===== src/rtl/ram_port_arbiter.sv =====
// ram_port_arbiter: shares the single-port image RAM between the fill/upscale
// writer (m0) and the readout/checksum reader (m1). Ownership is granted in
// whole tenures of up to MAX_BURST accesses. Ties are broken round-robin using
// the master that last gave the RAM up. RAM strobes are steered combinationally
// from the owning master, so an access takes effect in the cycle it is presented.
module ram_port_arbiter #(
  parameter int AW        = 16,
  parameter int DW        = 8,
  parameter int MAX_BURST = 16
) (
  input  logic          clk,
  input  logic          rst,
  input  logic          m0_req,
  input  logic          m0_we,
  input  logic [AW-1:0] m0_addr,
  input  logic [DW-1:0] m0_wdata,
  output logic          m0_gnt,
  output logic          m0_rvalid,
  input  logic          m1_req,
  input  logic          m1_we,
  input  logic [AW-1:0] m1_addr,
  input  logic [DW-1:0] m1_wdata,
  output logic          m1_gnt,
  output logic          m1_rvalid,
  output logic [DW-1:0] rdata,
  output logic [AW-1:0] RAM_A,
  output logic [DW-1:0] RAM_D,
  output logic          RAM_WE,
  output logic          RAM_OE,
  input  logic [DW-1:0] RAM_Q
);

  localparam int CW = $clog2(MAX_BURST) + 1;

  localparam logic [1:0] IDLE = 2'd0;
  localparam logic [1:0] OWN0 = 2'd1;
  localparam logic [1:0] OWN1 = 2'd2;

  logic [1:0]    state, state_nxt;
  logic          last_owner, last_nxt;
  logic [CW-1:0] cnt, cnt_nxt;
  logic          acc0, acc1;
  logic          burst_end;

  // Grants come straight from the state register, so they are glitch-free.
  assign m0_gnt    = (state == OWN0);
  assign m1_gnt    = (state == OWN1);
  assign acc0      = m0_gnt & m0_req;
  assign acc1      = m1_gnt & m1_req;
  assign burst_end = (cnt == CW'(MAX_BURST - 1));

  // The RAM reads its data one cycle after OE, so it is returned without modification.
  assign rdata = RAM_Q;

  // Steer the owning master's access onto the RAM pins; the pins sit at zero when no access is issued.
  always_comb begin
    RAM_A  = '0;
    RAM_D  = '0;
    RAM_WE = 1'b0;
    RAM_OE = 1'b0;
    if (acc0) begin
      RAM_A  = m0_addr;
      RAM_D  = m0_wdata;
      RAM_WE = m0_we;
      RAM_OE = ~m0_we;
    end else if (acc1) begin
      RAM_A  = m1_addr;
      RAM_D  = m1_wdata;
      RAM_WE = m1_we;
      RAM_OE = ~m1_we;
    end
  end

  // Decide the next owner: round-robin on ties, handover when the owner is done or its burst budget runs out.
  always_comb begin
    state_nxt = state;
    last_nxt  = last_owner;
    cnt_nxt   = cnt;
    case (state)
      IDLE: begin
        cnt_nxt = '0;
        if (m0_req && m1_req) begin
          state_nxt = last_owner ? OWN0 : OWN1;
        end else if (m0_req) begin
          state_nxt = OWN0;
        end else if (m1_req) begin
          state_nxt = OWN1;
        end
      end
      OWN0: begin
        if (!m0_req) begin
          cnt_nxt   = '0;
          last_nxt  = 1'b0;
          state_nxt = m1_req ? OWN1 : IDLE;
        end else if (burst_end) begin
          cnt_nxt = '0;
          if (m1_req) begin
            last_nxt  = 1'b0;
            state_nxt = OWN1;
          end
        end else begin
          cnt_nxt = cnt + CW'(1);
        end
      end
      OWN1: begin
        if (!m1_req) begin
          cnt_nxt   = '0;
          last_nxt  = 1'b1;
          state_nxt = m0_req ? OWN0 : IDLE;
        end else if (burst_end) begin
          cnt_nxt = '0;
          if (m0_req) begin
            last_nxt  = 1'b1;
            state_nxt = OWN0;
          end
        end else begin
          cnt_nxt = cnt + CW'(1);
        end
      end
      default: begin
        state_nxt = IDLE;
        cnt_nxt   = '0;
      end
    endcase
  end

  // Ownership state and burst count registers; last_owner=1 after reset so m0 wins the first tie.
  always_ff @(posedge clk or posedge rst) begin
    if (rst) begin
      state      <= IDLE;
      last_owner <= 1'b1;
      cnt        <= '0;
    end else begin
      state      <= state_nxt;
      last_owner <= last_nxt;
      cnt        <= cnt_nxt;
    end
  end

  // Remember who issued a read, so the data goes back to that master even if ownership changed at the edge.
  always_ff @(posedge clk or posedge rst) begin
    if (rst) begin
      m0_rvalid <= 1'b0;
      m1_rvalid <= 1'b0;
    end else begin
      m0_rvalid <= acc0 & ~m0_we;
      m1_rvalid <= acc1 & ~m1_we;
    end
  end

endmodule


===== config.mk =====
export PLATFORM = sky130hd
export DESIGN_NAME = ram_port_arbiter
export DESIGN_NICKNAME = d
export VERILOG_FILES = /design/src/rtl/ram_port_arbiter.sv
export SDC_FILE = /design/constraint.sdc
export NUM_CORES = 1
export LEC_CHECK = 0
export ABC_AREA = 1
export ABC_CLOCK_PERIOD_IN_PS = 1380
export CAP_MARGIN = 5
export CORE_ASPECT_RATIO = 0.7
export CORE_MARGIN = 3
export CORE_UTILIZATION = 28
export CTS_CLUSTER_DIAMETER = 60
export CTS_CLUSTER_SIZE = 14
export DETAILED_ROUTE_END_ITERATION = 16
export PLACE_DENSITY = 0.84
export SYNTH_ARGS = -nofsm -noshare
export SYNTH_HDL_FRONTEND = slang
export SYNTH_SLANG_ARGS = --single-unit

===== constraint.sdc =====
create_clock -name clk -period 1.38 [get_ports clk]
set_input_delay 0.276 -clock clk [delete_from_list [all_inputs] [get_ports clk]]
set_output_delay 0.276 -clock clk [all_outputs]
set_load 0.005 [all_outputs]

==> results of run 1 <==
==> timing repair <==
item,in CTS,in global routing
setup buffers,16,1
endpoints found under the setup margin,31,36
cloned,2,2
pin swaps,19,25
gates resized for setup,160,34
==> worst register-to-register path, stage by stage (launching register included) <==
cell,delay (ps)
dfrtp_2,420
inv_2,80
ha_4,170
nand2_8,70
buf_6,140
buf_16,140
buf_6,120
nand2_2,50
nand2_2,40
nand3_2,70
nand3_2,60
nand2_1,60
==> worst max path at each step <==
stage	to	depth (start not counted)	slack, ps	startpoint
2_1_floorplan	RAM_A[10]	7	-60	state[1]
3_3_place_gp	RAM_A[1]	7	-650	m1_req
3_5_place_dp	RAM_D[2]	7	-670	m0_req
4_1_cts	RAM_D[2]	8	-390	state[1]
5_1_grt	RAM_D[1]	8	-480	state[1]
6_report	RAM_D[1]	8	-430	state[1]
==> sequential cells by signal (all words and copies together) (netlist names) <==
register / flops
m1_rvalid: 1
state: 2
m0_rvalid: 1
cnt: 5
last_owner: 1
==> layer usage <==
metal	up-vias	part of all wire, %
met5	-	0
met4	0	1.7
met3	8	9.8
met2	53	48
met1	693	40
li1	740	-
==> through the flow <==
stage               setup WS, ps  total power [W]  utilization, %  cells
global placement          -651.5         0.002111           57.06    305
CTS                       -391.0         0.002781           63.70    324
detailed placement        -673.6         0.002132           57.06    305
finish                    -427.5         0.002963           67.78    324
global route              -477.9         0.003179           67.78    324
floorplan                 -60.70         0.001218               -    170
==> power breakdown <==
| part | leakage (nW) | switching, W | internal, W | total, W |
|---|---|---|---|---|
| Sequential | 0.132 | 0.0000511 | 0.000360 | 0.000411 |
| Clock | 0.0228 | 0.000122 | 0.000203 | 0.000325 |
| Combinational | 1.03 | 0.00101 | 0.00122 | 0.00223 |
==> final cells by class <==
class | count | area share [%]
Clock buffer | 4 | 1.856
Inverter | 15 | 2.835
Sequential cell | 10 | 10.41
Multi-Input combinational cell | 130 | 35.98
Timing Repair Buffer | 115 | 46.34
Tap cell | 50 | 2.577
==> cell usage in the layout, fill, tap and decap left out, drive strengths merged, types with 2 or more instances in the layout <==
cell and instances:
ha 5, nand2 71, clkdlybuf4s50 54, dfrtp 9, inv 14, clkbuf 6, nand3 37, nor3b 2
buf 57, nor2 11
==> cell families after synthesis <==
kind of cell	synth area share (%)
buf+inv	19.08
fa+ha+maj	5.889
flops	23.68
xor+xnor	0.8247
compound gates	0.4707
simple gates	50.06
==> reports/metrics.yaml, run 1 <==
route:
  first_pass_iters: 4
  first_iter_violations: 32
  routed-via-count: 1494
  wire_per_inst_um: 13.05
  antenna_left: 0
  drt_wl_total_um: 4229
  viasPerCell: 4.611
  drc: 0
clocking:
  cts_root_buf: "clkbuf_8"
  clock_latency_ps: 240
  cts.sinks: 10
  cts_max_level: 1
  clkSlewWorstSetupHoldPaths_ps: 50
  cts_tree: "yes"
  cts.hold.buffers_added: 0
  numCtsBuffers: 3
  cts_buffer_depth: 2
yosys:
  synthCells: 170
  yosys_register_bits: 10
  async_flop_share_pct: 100.0
  ys.flop_type: "dfrtp_1"
  avgSynthCellArea_um2: 6.249
  yosysMostFrequentCell: "nand2_1"
  synth_area_um2: 1062
  yosysWarnings: 0
  synthTopCellsByArea: "nand2_1 (24%), dfrtp_1 (21%), nand3_1 (17%), ha_1 (5.9%), buf_4 (5.7%)"
  ys_types: 20
  synth_top_cell_by_area: "nand2_1"
  synth_top_area_share_pct: 24.03
  ys_top_cells_by_count: "nand2_1 (68), nand3_1 (37), inv_1 (13)"
  syn_nets: 237
  synth-edff-count: 0
  ys_seq_area_share_pct: 23.67
grt:
  grtUsageMet2_pct: 30.92
  met3_usage_pct: 5.994
  grt_pass1_vias: 1418
  grt_max_degree: 15
  grt.busiest_layer: "met2"
  grt_use_met1_pct: 19.36
  grt_usage_pct: 17.40
  antenna_found_initial: 0
  grt_pass1_wl_um: 6299
  grt_overflow: 0
critical_path:
  crit_buf_inv: 4
  crit_chain: "inv_2 -> ha_4 -> nand2_8 -> buf_12 -> clkbuf_16 -> nand3_1 -> nand2_1 -> buf_2"
  r2r_end: "state[0]"
  endpoint_kind: "output port"
  slowest_stage: "dfrtp_2"
  crit_family: "buffers and inverters"
  max_stage_delay_ps: 420
  reg2reg_from: "state[1]"
  start_kind: "register"
  regToRegSetupSlack_ps: -120
  cp_max_fo: 6
  crit_type: "register to output port"
  cp.required_ps: 1100
  ff2ff_path_depth: 11
  cp.arrival_ps: 1530
pwr:
  powerDensity_nw_per_um2: 1221
  peakVddDrop_mv: 1.052
  leakage_nw: 1.184
floorplan:
  die_w_um: 79.62
  dieArea_um2: 4581
  io_pins: 100
  coreArea_um2: 3581
  rows: 18
  initial_core_util_pct: 29.66
  fp.dieH_um: 57.54
run_status:
  violations: "setup timing"
  status: "finished, violations left"
sta:
  fin_crit_ps: 1808
  relSlewSlack_pct: 74.34
  fmax_mhz: 553.2
  worst_pin_slew_ps: 384.5
  rsz0062_at_grt: "true"
  drv_slew: 0
  hold_violations: 0
  min_period_over_period_pct: 131.0
  finClkSkew_ps: 3.037
  layout_setup_ws_ps: -427.5
  whs_ps: 316.7
  setup_tns_ps: -10660
  setup_viol: 32
layout:
  antennaDiodeCount: 0
  final_area_um2: 2427
  seq_area_um2: 252.7
  area_growth_pct: 128.5
  multi_input_area_um2: 873.3
  post_route_cells_drive_above_1_share_pct: 45.62
  fill_cells: 292
  fin_nets: 342
min_path:
  holdCritPathClass: "input port to asynchronous set/reset pin"
place:
  dpl.hpwl_um: 2963
  port_buffers: 83
  gp_congestion: 0.8751
  dpl_cell_area_um2: 2043
job:
  drv_cap: 0
(Power assumes the default switching activity.)
==> run 2: changes to the inputs <==
Settings changed: PLACE_DENSITY 0.84 to default, PLACE_DENSITY_LB_ADDON from default to 0.05.
==> reports/metrics.yaml, run 2 (same netlist as run 1, synthesis figures left out) <==
route:
  first_pass_iters: 4  # unchanged
  first_iter_violations: 69  # was 32
  viasPerCell: 4.440  # was 4.611
  routed-via-count: 1492  # was 1,494
  wire_per_inst_um: 12.84  # was 13.05 um
  drt_wl_total_um: 4314  # was 4229 um
  antenna_left: 0  # unchanged
  drc: 0  # unchanged
floorplan:
  initial_core_util_pct: 29.66  # unchanged
  io_pins: 100  # unchanged
  fp.dieH_um: 57.54  # unchanged
  die_w_um: 79.62  # unchanged
  dieArea_um2: 4581  # unchanged
  coreArea_um2: 3581  # unchanged
  rows: 18  # unchanged
pwr:
  netSwitchingFraction_pct: 38.63  # was 39.87%
  powerDensity_nw_per_um2: 1246  # was 1221 nW/um2
  power_switching_w: 0.001186  # was 0.001181 W
  power.share.sequential_pct: 13.5  # was 13.9%
  p_int_w: 0.001884  # was 0.001782 W
  peakVddDrop_mv: 1.056  # was 1.052 mV
  leakage_nw: 1.228  # was 1.184 nW
  clkPwrFrac_pct: 12.2  # was 11.0%
  p_comb_share_pct: 74.4  # was 75.2%
clocking:
  numCtsBuffers: 3  # unchanged
  cts_buffer_depth: 2  # unchanged
  cts_tree: "yes"  # unchanged
  cts_root_buf: "clkbuf_8"  # unchanged
  cts_max_level: 1  # unchanged
  cts.hold.buffers_added: 0  # unchanged
  clock_latency_ps: 240  # about the same
  cts.sinks: 10  # unchanged
  clkSlewWorstSetupHoldPaths_ps: 50  # about the same
layout:
  reg_top3: "cnt x5, state x2"  # unchanged
  largest_reg_flops: 5  # unchanged
  utilization_pct: 68.80  # was 67.78%
  final_common_cell: "clkdlybuf4s50_1"  # unchanged
  post_route_cells_drive_above_1_share_pct: 47.20  # was 45.62%
  final_cell_mix: "clkdlybuf4s50_1 (55), nand2_1 (47), buf_2 (26)"  # was clkdlybuf4s50_1 (54), nand2_1 (53), buf_2 (26), nand3_2 (23), nand2_2 (15)
  antennaDiodeCount: 0  # unchanged
  area_growth_pct: 131.9  # was 128.5%
  fill_cells: 303  # was 292
  top_register: "cnt"  # unchanged
  fin_nets: 354  # was 342
critical_path:
  crit_chain: "buf_6 -> ha_4 -> nand2_8 -> inv_8 -> buf_8 -> buf_12 -> nand2_4 -> nand2_2 -> buf_6"  # was inv_2 -> ha_4 -> nand2_8 -> buf_12 -> clkbuf_16 -> nand3_1 -> nand2_1 -> buf_2
  slowest_stage: "dfrtp_2"  # unchanged
  crit_family: "buffers and inverters"  # unchanged
  cp.required_ps: 1100  # about the same
  endpoint_kind: "output port"  # unchanged
  max_stage_delay_ps: 420  # about the same
  crit_type: "register to output port"  # unchanged
  start_kind: "register"  # unchanged
  path_common_cell: "buf_6"
  cp_max_fo: 8  # was 6
  cp.arrival_ps: 1590  # was 1530 ps
  crit_buf_inv: 5  # was 4
run_status:
  status: "finished, violations left"  # unchanged
  violations: "setup timing"  # unchanged
grt:
  grt_pass1_vias: 1343  # was 1,418
  grt_max_degree: 11  # was 15
  grt_pass1_wl_um: 6444  # was 6299 um
  antenna_found_initial: 0  # unchanged
  grt_usage_pct: 17.90  # was 17.40%
  grt_overflow: 0  # unchanged
sta:
  relSlewSlack_pct: 74.91  # was 74.34%
  drv_slew: 0  # unchanged
  worst_pin_slew_ps: 375.9  # was 384.5 ps
  fmax_mhz: 537.3  # was 553.2 MHz
  setup_viol: 35  # was 32
  finClkSkew_ps: 2.989  # was 3.037 ps
  min_period_over_period_pct: 134.9  # was 131.0%
  layout_setup_ws_ps: -481.3  # was -427.5 ps
  setup_tns_ps: -12360  # was -10,660 ps
  fin_crit_ps: 1861  # was 1808 ps
  hold_violations: 0  # unchanged
  rsz0062_at_grt: "true"  # unchanged
place:
  dpl.hpwl_um: 2863  # was 2963 um
  port_buffers: 83  # unchanged
  gp_congestion: 0.8083  # was 0.8751
job:
  drv_cap: 0  # unchanged
min_path:
  holdCritPathClass: "input port to asynchronous set/reset pin"  # unchanged
## run 2: cell types whose count changed in the layout (fill, tap and decap cells not counted), moves of 5 or more
cell     previous run  this run
nand3_1            12        20
nand2_2            15        20
nand2_1            53        47
nand3_2            23        16
buf_6               9        18
buf_4              13        20
## run 2: worst paths after layout
kind                          start         end  slack (ps)  cells past startpoint
setup / recovery           state[0]   RAM_A[12]        -480                      9
hold / removal                  rst      cnt[0]         310                      2
setup reg to reg           state[0]    state[1]        -130                     10
hold reg to reg              cnt[0]      cnt[0]         460                      1
max in group asynchronous       rst  last_owner         760                      2
min in group clk             cnt[0]      cnt[0]         460                      1
## run 2: routing by layer
| metal | share of wire, % | track usage [%] | vias to the layer above |
|---|---|---|---|
| met5 | 0 | 0 | - |
| met4 | 0.65 | 3.922 | 0 |
| met3 | 6.8 | 3.785 | 7 |
| met2 | 48 | 28.42 | 62 |
| met1 | 45 | 25.05 | 659 |
| li1 | - | - | 764 |
## run 2: per-stage QoR
step           total power (W)  worst slack (ps)  std cells  hold slack, ps  cell area (um2)
6_report              0.003071            -481.3        336           306.8             2464
5_1_grt               0.003290            -541.4        336           368.7             2464
4_1_cts               0.002910            -509.4        333           318.0             2371
3_5_place_dp          0.002109            -695.6        307           449.4             2046
3_3_place_gp          0.002115            -692.2        307           451.7             2046
2_1_floorplan         0.001218            -60.70        170           115.5             1091
## run 2: power groups by stage
stage	sequential, W	combinational [W]	clock [W]
after floorplan	0.000416	0.000802	0
after global placement	0.000425	0.00169	0
after detailed placement	0.000422	0.00169	0
after CTS	0.000408	0.00212	0.000380
after global routing	0.000421	0.00247	0.000395
final	0.000413	0.00228	0.000373
## run 2: cell type report
class                      count  area [um2]  share of cell area, %
clock buffer                   4       55.05                  2.235
timing repair buffer         126        1171                  47.54
multi-input combinational    130       843.3                  34.23
timing repair inverter         1       6.256                 0.2539
inverter                      15       71.32                  2.895
sequential                    10       254.0                  10.31
tap                           50       62.56                  2.539
## run 2: repair_timing
action                     CTS  global route
setup endpoints to repair   31            36
gates cloned                 2             0
buffers inserted            20             7
pin swaps                   31            14
resized for setup          165            28
